### src/rtl/johnson_decoder.sv
`timescale 1ns/1ps
// Johnson-code receiver.
// Decodes each valid sample of a Johnson-coded bus to its phase index.
// Flags codes that are not legal Johnson codes, and flags legal codes that
// do not follow the previous legal sample. A three-state lock machine
// tracks runs of correct successor transitions. All outputs are registered.
module johnson_decoder #(
    parameter int N        = 4,
    parameter int LOCK_CNT = 3,
    parameter int IW       = $clog2(2 * N)
) (
    input  logic          clk,
    input  logic          reset,
    input  logic [N-1:0]  code_in,
    input  logic          code_valid,
    input  logic          err_clr,
    output logic [IW-1:0] index,
    output logic          index_valid,
    output logic          illegal,
    output logic          step_err,
    output logic          locked,
    output logic [7:0]    err_count
);

    localparam int SEQ_LEN = 2 * N;
    localparam int RW      = $clog2(LOCK_CNT + 1);

    typedef enum logic [1:0] {
        UNLOCKED,
        ACQUIRE,
        LOCKED
    } lock_state_e;

    // Number of ones in a code word.
    function automatic int popcount(input logic [N-1:0] c);
        int p;
        p = 0;
        for (int i = 0; i < N; i++) begin
            if (c[i]) p++;
        end
        return p;
    endfunction

    // A legal code is a thermometer packed against the MSB (1..10..0),
    // or a thermometer packed against the LSB with the MSB clear (0..01..1).
    function automatic logic is_legal(input logic [N-1:0] c);
        int          p;
        logic [N-1:0] msb_form;
        logic [N-1:0] lsb_form;
        p = popcount(c);
        for (int i = 0; i < N; i++) begin
            msb_form[i] = (i >= N - p);
            lsb_form[i] = (i < p);
        end
        return (c == msb_form) || (!c[N-1] && (c == lsb_form));
    endfunction

    lock_state_e   state_q, state_d;
    logic [RW-1:0] run_q, run_d;
    logic          ref_valid_q, ref_valid_d;
    logic [IW-1:0] ref_idx_q, ref_idx_d;
    logic [IW-1:0] index_q, index_d;
    logic          index_valid_q, index_valid_d;
    logic          illegal_q, illegal_d;
    logic          step_err_q, step_err_d;
    logic [7:0]    err_count_q, err_count_d;

    logic          legal;
    int            pop;
    logic [IW-1:0] dec_idx;
    logic [IW-1:0] exp_idx;
    logic          is_succ;
    logic [RW-1:0] run_inc;

    // Decode the sample, evaluate the successor rule and compute next state.
    always_comb begin
        // NOTE: every signal written here gets a default first, so no path
        // leaves one unassigned and no latch is inferred.
        state_d       = state_q;
        run_d         = run_q;
        ref_valid_d   = ref_valid_q;
        ref_idx_d     = ref_idx_q;
        index_d       = index_q;
        index_valid_d = 1'b0;
        illegal_d     = 1'b0;
        step_err_d    = 1'b0;
        err_count_d   = err_count_q;

        pop     = popcount(code_in);
        legal   = is_legal(code_in);
        dec_idx = (code_in[N-1] || (code_in == '0)) ? IW'(pop) : IW'(SEQ_LEN - pop);
        exp_idx = (ref_idx_q == IW'(SEQ_LEN - 1)) ? '0 : ref_idx_q + IW'(1);
        is_succ = ref_valid_q && (dec_idx == exp_idx);
        run_inc = run_q + RW'(1);

        if (code_valid) begin
            if (!legal) begin
                // Illegal code: drop the reference and lose lock.
                illegal_d   = 1'b1;
                index_d     = '0;
                ref_valid_d = 1'b0;
                state_d     = UNLOCKED;
                run_d       = '0;
            end else begin
                index_d       = dec_idx;
                index_valid_d = 1'b1;
                ref_idx_d     = dec_idx;
                ref_valid_d   = 1'b1;
                step_err_d    = ref_valid_q && !is_succ;
                case (state_q)
                    UNLOCKED: begin
                        state_d = ACQUIRE;
                        run_d   = '0;
                    end
                    ACQUIRE: begin
                        if (is_succ) begin
                            run_d = run_inc;
                            if (run_inc == RW'(LOCK_CNT)) state_d = LOCKED;
                        end else begin
                            run_d = '0;
                        end
                    end
                    LOCKED: begin
                        if (!is_succ) begin
                            state_d = ACQUIRE;
                            run_d   = '0;
                        end
                    end
                    default: begin
                        state_d = UNLOCKED;
                        run_d   = '0;
                    end
                endcase
            end
        end

        // Clear wins over a coincident error; otherwise count up to 255.
        if (err_clr) begin
            err_count_d = '0;
        end else if (code_valid && (illegal_d || step_err_d) && (err_count_q != 8'hFF)) begin
            err_count_d = err_count_q + 8'd1;
        end
    end

    // State and output registers, cleared asynchronously.
    always_ff @(posedge clk or posedge reset) begin
        // NOTE: non-blocking assignments so every register samples the
        // pre-edge values and simulation matches the synthesized flops.
        if (reset) begin
            state_q       <= UNLOCKED;
            run_q         <= '0;
            ref_valid_q   <= 1'b0;
            ref_idx_q     <= '0;
            index_q       <= '0;
            index_valid_q <= 1'b0;
            illegal_q     <= 1'b0;
            step_err_q    <= 1'b0;
            err_count_q   <= '0;
        end else begin
            state_q       <= state_d;
            run_q         <= run_d;
            ref_valid_q   <= ref_valid_d;
            ref_idx_q     <= ref_idx_d;
            index_q       <= index_d;
            index_valid_q <= index_valid_d;
            illegal_q     <= illegal_d;
            step_err_q    <= step_err_d;
            err_count_q   <= err_count_d;
        end
    end

    assign index       = index_q;
    assign index_valid = index_valid_q;
    assign illegal     = illegal_q;
    assign step_err    = step_err_q;
    assign locked      = (state_q == LOCKED);
    assign err_count   = err_count_q;

endmodule

### config.mk
export PLATFORM = sky130hd
export DESIGN_NAME = johnson_decoder
export DESIGN_NICKNAME = d
export VERILOG_FILES = /design/src/rtl/johnson_decoder.sv
export SDC_FILE = /design/constraint.sdc
export NUM_CORES = 1
export LEC_CHECK = 0
export ABC_CLOCK_PERIOD_IN_PS = 7050
export CAP_MARGIN = 10
export CORE_ASPECT_RATIO = 0.75
export CORE_MARGIN = 10
export CORE_UTILIZATION = 59
export CTS_BUF_LIST = sky130_fd_sc_hd__clkbuf_16
export DETAILED_ROUTE_END_ITERATION = 8
export PLACE_DENSITY = 0.85
export SYNTH_ARGS = -nofsm -noshare
export SYNTH_HDL_FRONTEND = slang
export SYNTH_SLANG_ARGS = --single-unit
### constraint.sdc
create_clock -name clk -period 7.05 [get_ports clk]
set_input_delay 1.7625 -clock clk [delete_from_list [all_inputs] [get_ports clk]]
set_output_delay 1.7625 -clock clk [all_outputs]
set_load 0.02 [all_outputs]
==> impl_metrics.py, run 1 <==
metrics = {
    "run_status": {
        "status": "finished, final reports clean",
    },
    "yosys": {
        "syn_area_um2": 1650,
        "syn_area_per_cell_um2": 9.47,
        "synth_edf_count": 0,
        "ys_seq_elements": 22,
        "ys_types": 52,
        "netlist.area_leader.share_pct": 33.4,
        "yosysWarnings": 0,
        "synth_nets": 195,
        "yosysSeqAreaShare_pct": 33.4,
        "ys.flop_type": "dfrtp_1",
        "synth_area_leaders": "dfrtp_1 (33%), ha_1 (9.9%), inv_1 (4.1%)",
        "synthArstFlopShare_pct": 100,
        "syn_inst": 174,
        "synth.largest_area_cell": "dfrtp_1",
    },
    "setup_path": {
        "worstSetupEndpointType": "register",
        "crit_chain": "clkdlybuf4s50_1 > inv_1 > ha_1 > xor2_2 > ha_1 > nand2b_1 > o21ai_0 > inv_1 > ha_1 > o311a_2 > xor2_2 > o41ai_4 > o211ai_1 > o21ai_2 > nor2_2 > mux2_4",
        "crit_arrival_ps": 6430,
        "reg2reg_depth": 9,
        "r2r-end": "err_count[2]",
        "slowest_stage": "clkdlybuf4s50_1",
        "reg2reg_slack_ps": 4390,
        "r2r-start": "ref_idx_q[0]",
        "crit_path_max_incr_delay_ps": 570,
        "startpoint": "code_in[1]",
        "worst-path-max-fanout": 13,
        "crit_end": "err_count[2]",
        "cp_data_required_time_ps": 7190,
        "path_depth": 16,
        "crit_type": "in2reg",
        "start_kind": "input port",
        "crit_buf_inv": 3,
        "crit_top_cell": "ha_1",
        "crit_family": "compound AO/OA/AOI/OAI gates",
    },
    "power_and_ir_drop": {
        "clockPowerShare_pct": 31.5,
        "swShare_pct": 33.1,
        "switching_power_uw": 166,
        "pwr-share-seq_pct": 30.9,
        "power_leakage_nw": 0.839,
        "share_comb_of_total_power_pct": 37.6,
        "power.density_nw_per_um2": 253,
        "internal-power_uw": 335,
        "ir_drop_uv": 158,
    },
    "grt": {
        "antenna_found_initial": 0,
        "grtUsageMet1_pct": 16.7,
        "grt_pass1_wl_um": 6330,
        "grt_max_degree": 23,
        "globalRoute.busiestLayer": "met2",
        "grt_overflow": 0,
        "grt_use_met3_pct": 4.35,
        "grt_pass1_vias": 1361,
        "grt_usage_pct": 14.8,
        "grt.met2_usage_pct": 26.0,
    },
    "clock_network": {
        "post_cts.repair.setup_buffers": 0,
        "clk_path_buf_depth": 2,
        "post_cts_resized": 0,
        "numCtsBuffers": 3,
        "clk_pin_slew_ps": 60,
        "cts_hold_buf": 0,
        "clock-root-buffer": "clkbuf_16",
        "cts_sinks": 22,
        "clkLatencyLatePin_ps": 260,
        "tritoncts": "built",
        "cts_max_level": 1,
    },
    "floorplan": {
        "io_pins": 23,
        "design.die.area_um2": 5330,
        "die_h_um": 65.8,
        "start_util_pct": 62.4,
        "fp.dieW_um": 81.0,
        "core_area_um2": 2640,
        "row_count": 16,
    },
    "drt": {
        "via_per_inst": 5.88,
        "post-route-drc-count": 0,
        "vias": 1358,
        "drt_iter0_drc": 146,
        "wl_um": 3800,
        "wl_per_cell_um": 16.5,
        "postRouteAntennaNets": 0,
        "first_pass_iters": 4,
    },
    "timing": {
        "max_freq_mhz": 159,
        "hold_violations": 0,
        "period_minus_slack_ps": 6280,
        "slew_headroom_pct": 45.8,
        "setup_violations": 0,
        "fin_crit_sh_pct": 89.1,
        "clock-skew-final_ps": 2.87,
        "worst_pin_slew_ps": 813,
        "rsz0062_at_grt": "false",
        "slew_viol_final": 0,
        "tns_ps": 0,
    },
    "run": {
        "max_cap_viol_count": 0,
    },
    "cells_and_area": {
        "areaGrowthSynthToFinish_pct": 20.3,
        "utilization_pct": 75.0,
        "drive_gt1_share_pct": 9.74,
        "fin_nets": 217,
        "nFillCells": 186,
        "n_antenna_cell": 0,
    },
    "hold_path": {
        "min_path_type": "reg2reg",
    },
    "place": {
        "gp_congestion": 0.813,
        "dp_hpwl_um": 2860,
        "port_buffers": 22,
    },
}
power by group through the flow:
stage               registers, mW  logic, mW  clock network [mW]
CTS                         0.154      0.189               0.161
finish                      0.154      0.188               0.158
floorplan                   0.160      0.137                   0
global route                0.157      0.205               0.165
detailed placement          0.157      0.185                   0
global placement            0.155      0.174                   0
sequential cells by signal, summed over array words and instances (netlist names):
| signal | count |
|---|---|
| err_count | 8 |
| index | 3 |
| ref_idx_q | 3 |
| run_q | 2 |
| state_q | 2 |
| illegal | 1 |
| index_valid | 1 |
| ref_valid_q | 1 |
| step_err | 1 |
how the worst min path moves through the flow:
stage               startpoint  endpoint  cells past startpoint
floorplan             run_q[0]  run_q[0]                      1
global placement      run_q[0]  run_q[0]                      1
detailed placement    run_q[0]  run_q[0]                      1
CTS                   run_q[0]  run_q[0]                      1
global route          index[2]  index[2]                      1
finish                run_q[0]  run_q[0]                      1
area by class of cell:
class / count / area (µm²) / area share [%]
multi-input combinational: 129 / 993 / 50.1
sequential: 22 / 551 / 27.8
tap: 36 / 45.0 / 2.27
inverter: 18 / 67.6 / 3.41
clock buffer: 3 / 75.1 / 3.79
timing repair buffer: 22 / 220 / 11.1
clock inverter: 1 / 30.0 / 1.52
cells by family after synthesis:
group	share of synthesized area [%]
multiplexers	4.78
other	0.228
adder cells (fa/ha/maj)	9.87
AND/OR/NAND/NOR	21.0
buffers and inverters	6.30
flip-flops	33.4
AO/OA/AOI/OAI	16.7
XOR/XNOR	7.67
cells in the final DEF (no fill, tap or decap), drive strengths merged, types with 3 or more instances in the layout:
master          n
a31oi           3
mux2            4
nor2b           6
nand3           8
nand4           4
nor2           15
clkbuf          3
clkdlybuf4s50  22
or3             5
ha             13
nand2           5
dfrtp          22
mux2i           3
o2bb2ai         3
xor2            5
a21oi           7
xnor2           6
o21ai           9
inv            18
stage by stage:
stage | setup WS (ps) | cells | hold WS [ps] | power [mW] | cell area [µm²]
floorplan | 1750 | 174 | 451 | 0.296 | 1650
global placement | 887 | 227 | 459 | 0.330 | 1880
detailed placement | 598 | 227 | 471 | 0.341 | 1880
CTS | 777 | 231 | 479 | 0.505 | 1980
global route | 443 | 231 | 513 | 0.527 | 1980
finish | 768 | 231 | 472 | 0.501 | 1980
synthesized netlist by cell type, types with 2 or more instances:
cell type and instances:
buf_6 2, nand2_1 5, nor2_1 14, o2bb2ai_1 3, xnor2_1 5, inv_1 18, nand3b_1 2, ha_1 13
o22ai_1 2, or4b_1 2, or3_1 5, mux2i_1 3, mux2_2 3, a41o_1 2, nand3_1 8, dfrtp_1 22
buf_2 2, xor2_1 2, a31oi_1 2, nor2b_1 6, o21ai_0 8, nor4_1 2, nand2b_1 2, xor2_2 3
and2_1 2, a21oi_1 7, nand4_1 4
per-layer routing:
layer  routed length, µm  vias up
li1                    -      666
met1                1580      630
met2                1870       50
met3                 263       12
met4                  90        0
met5                   0        -
Power figures use the tool's default switching activity.
==> run 2, diff against run 1 <==
- ABC_AREA: unset -> 1
- CORE_UTILIZATION: 59 -> 51
- PLACE_DENSITY: 0.85 -> 0.87
==> impl_metrics.py, run 2 <==
metrics = {
    "grt": {
        "grt_overflow": 0,
        "antenna_found_initial": 0,
        "grt_usage_pct": 12.7,
        "grt_max_degree": 23,
        "grt_pass1_wl_um": 6360,
        "grt_pass1_vias": 1364,
    },
    "clock_network": {
        "post_cts.repair.setup_buffers": 0,
        "post_cts_resized": 0,
        "cts_max_level": 1,
        "clk_path_buf_depth": 2,
        "clkLatencyLatePin_ps": 250,
        "cts_hold_buf": 0,
        "tritoncts": "built",
        "numCtsBuffers": 3,
        "clock-root-buffer": "clkbuf_16",
        "cts_sinks": 22,
        "clk_pin_slew_ps": 60,
    },
    "yosys": {
        "yosysMostFrequentCell": "nand2_1",
        "synthArstFlopShare_pct": 100,
        "ys_top_cells_by_count": "nand2_1 (65), inv_1 (32), nand3_1 (24), dfrtp_1 (22), nand4_1 (14)",
        "yosys.area_share.simple_pct": 37.9,
        "ys.flop_type": "dfrtp_1",
        "syn_inst": 225,
        "yosysWarnings": 0,
        "synth_compound_area_share_pct": 4.39,
        "yosysSeqAreaShare_pct": 33.3,
        "netlist.area_leader.share_pct": 33.3,
        "synth_fa_ha_area_share_pct": 9.84,
        "synth.largest_area_cell": "dfrtp_1",
        "synthMuxAreaShare_pct": 0,
        "synthXorXnorAreaFrac_pct": 5.30,
        "syn_area_um2": 1650,
        "synth_area_leaders": "dfrtp_1 (33%), nand2_1 (15%), ha_1 (9.8%)",
        "ys_types": 28,
        "syn_area_per_cell_um2": 7.35,
        "synth_nets": 246,
        "ys_seq_elements": 22,
        "synth_edf_count": 0,
        "synth_top_family_by_area": "simple AND/OR/NAND/NOR gates",
    },
    "place": {
        "postPlaceCellArea_um2": 1910,
        "gp_congestion": 0.847,
        "port_buffers": 22,
        "dp_hpwl_um": 2970,
        "dp.cells": 283,
    },
    "setup_path": {
        "reg2reg_depth": 13,
        "worstSetupEndpointType": "register",
        "r2r-end": "run_q[1]",
        "r2r-start": "ref_idx_q[0]",
        "reg2reg_slack_ps": 5070,
        "crit_type": "in2reg",
        "start_kind": "input port",
        "worst-path-max-fanout": 7,
        "cp_data_required_time_ps": 7200,
        "crit_path_max_incr_delay_ps": 540,
        "slowest_stage": "clkdlybuf4s50_1",
        "crit_top_cell": "nand2_1",
        "crit_arrival_ps": 5540,
    },
    "floorplan": {
        "design.die.area_um2": 5940,
        "start_util_pct": 54.7,
        "row_count": 17,
        "fp.dieW_um": 85.7,
        "core_area_um2": 3020,
        "die_h_um": 69.3,
        "io_pins": 23,
    },
    "drt": {
        "postRouteAntennaNets": 0,
        "first_pass_iters": 4,
        "wl_per_cell_um": 13.2,
        "wl_um": 3790,
        "drt_iter0_drc": 175,
        "vias": 1517,
        "via_per_inst": 5.29,
        "post-route-drc-count": 0,
    },
    "hold_path": {
        "hold_depth": 2,
        "min_from": "run_q[1]",
        "hold-path-endpoint": "run_q[1]",
        "min_path_type": "reg2reg",
    },
    "power_and_ir_drop": {
        "power_leakage_nw": 1.10,
        "power.density_nw_per_um2": 211,
        "swShare_pct": 34.9,
        "clockPowerShare_pct": 28.4,
        "internal-power_uw": 273,
        "switching_power_uw": 146,
        "pwr-share-seq_pct": 36.3,
        "ir_drop_uv": 150,
        "share_comb_of_total_power_pct": 35.3,
    },
    "cells_and_area": {
        "drive_gt1_share_pct": 8.03,
        "final_common_cell": "nand2_1",
        "utilization_pct": 65.8,
        "post-route-cell-area_um2": 1990,
        "largest_reg_flops": 8,
        "fin_nets": 271,
        "fin_cells": 287,
        "layout_common_cells": "nand2_1 (65), inv_1 (32), nand3_1 (24)",
        "areaGrowthSynthToFinish_pct": 20.2,
        "n_antenna_cell": 0,
    },
    "timing": {
        "max_freq_mhz": 186,
        "rsz0062_at_grt": "false",
        "tns_ps": 0,
        "slew_viol_final": 0,
        "setup_violations": 0,
        "hold_violations": 0,
        "fin_crit_sh_pct": 76.5,
        "clock-skew-final_ps": 1.15,
        "slew_headroom_pct": 43.3,
        "worst_pin_slew_ps": 849,
        "holdWs_ps": 488,
        "period_minus_slack_ps": 5390,
    },
    "run_status": {
        "status": "finished, final reports clean",
    },
    "run": {
        "max_cap_viol_count": 0,
    },
}
-- run 2: changes by cell type after synthesis, sizes merged, moves of 4 or more --
cell / previous run / this run
nand2: 5 / 74
inv: 18 / 36
nand3: 8 / 25
nand4: 4 / 14
nor2b: 6 / 0
o21ai: 9 / 3
or3: 5 / 0
mux2: 4 / 0
xnor2: 6 / 2
-- run 2: worst max path at each step --
stage,to,from,slack [ps]
final,run_q[1],code_in[0],1660
after global routing,run_q[1],code_in[0],1260
after CTS,run_q[0],code_in[0],1680
after detailed placement,run_q[0],code_in[0],1470
after global placement,run_q[1],code_in[0],1650
after floorplan,state_q[1],code_in[0],2470
-- run 2: final cells by class --
type	instances	area, µm²
clock inverter	1	3.75
tap	38	47.5
multi-input combinational	165	952
clock buffer	3	75.1
fill	267	1030
timing repair buffer	22	220
inverter	36	138
sequential	22	551
-- run 2: cell families (layout without fill, tap and decap cells) --
group,count (synthesis),after routing
DFF,22,22
adders and majority gates,13,13
xor gates and xnor gates,10,10
AOI/OAI and AO/OA,11,11
and+or+nand+nor,130,130
other,1,1
buffers and inverters,38,62
-- run 2: metrics by stage --
step                      power [mW]  setup slack [ps]
final                          0.419              1660
after global routing           0.446              1260
after CTS                      0.422              1680
after detailed placement       0.300              1470
after global placement         0.291              1650
after floorplan                0.259              2470
-- run 2: power by group through the flow --
stage / Combinational [mW] / Clock [mW] / Sequential, mW
finish: 0.148 / 0.119 / 0.152
global route: 0.165 / 0.127 / 0.154
CTS: 0.147 / 0.123 / 0.152
detailed placement: 0.146 / 0 / 0.154
global placement: 0.138 / 0 / 0.153
floorplan: 0.102 / 0 / 0.157
-- run 2: critical path, delay by kind of cell --
family                     cells  cell delay [ps]
buffers and inverters          6              970
and+or+nand+nor               16             1630
adders and majority gates      3              890
AOI/OAI and AO/OA              2              300
-- run 2: metal layers --
layer  part of all wire (%)  track usage [%]  routed length [µm]
met5                      0                0                   0
met4                    1.1             2.72                  40
met3                    8.4             4.80                 318
met2                     43             18.6                1650
met1                     47             17.2                1780
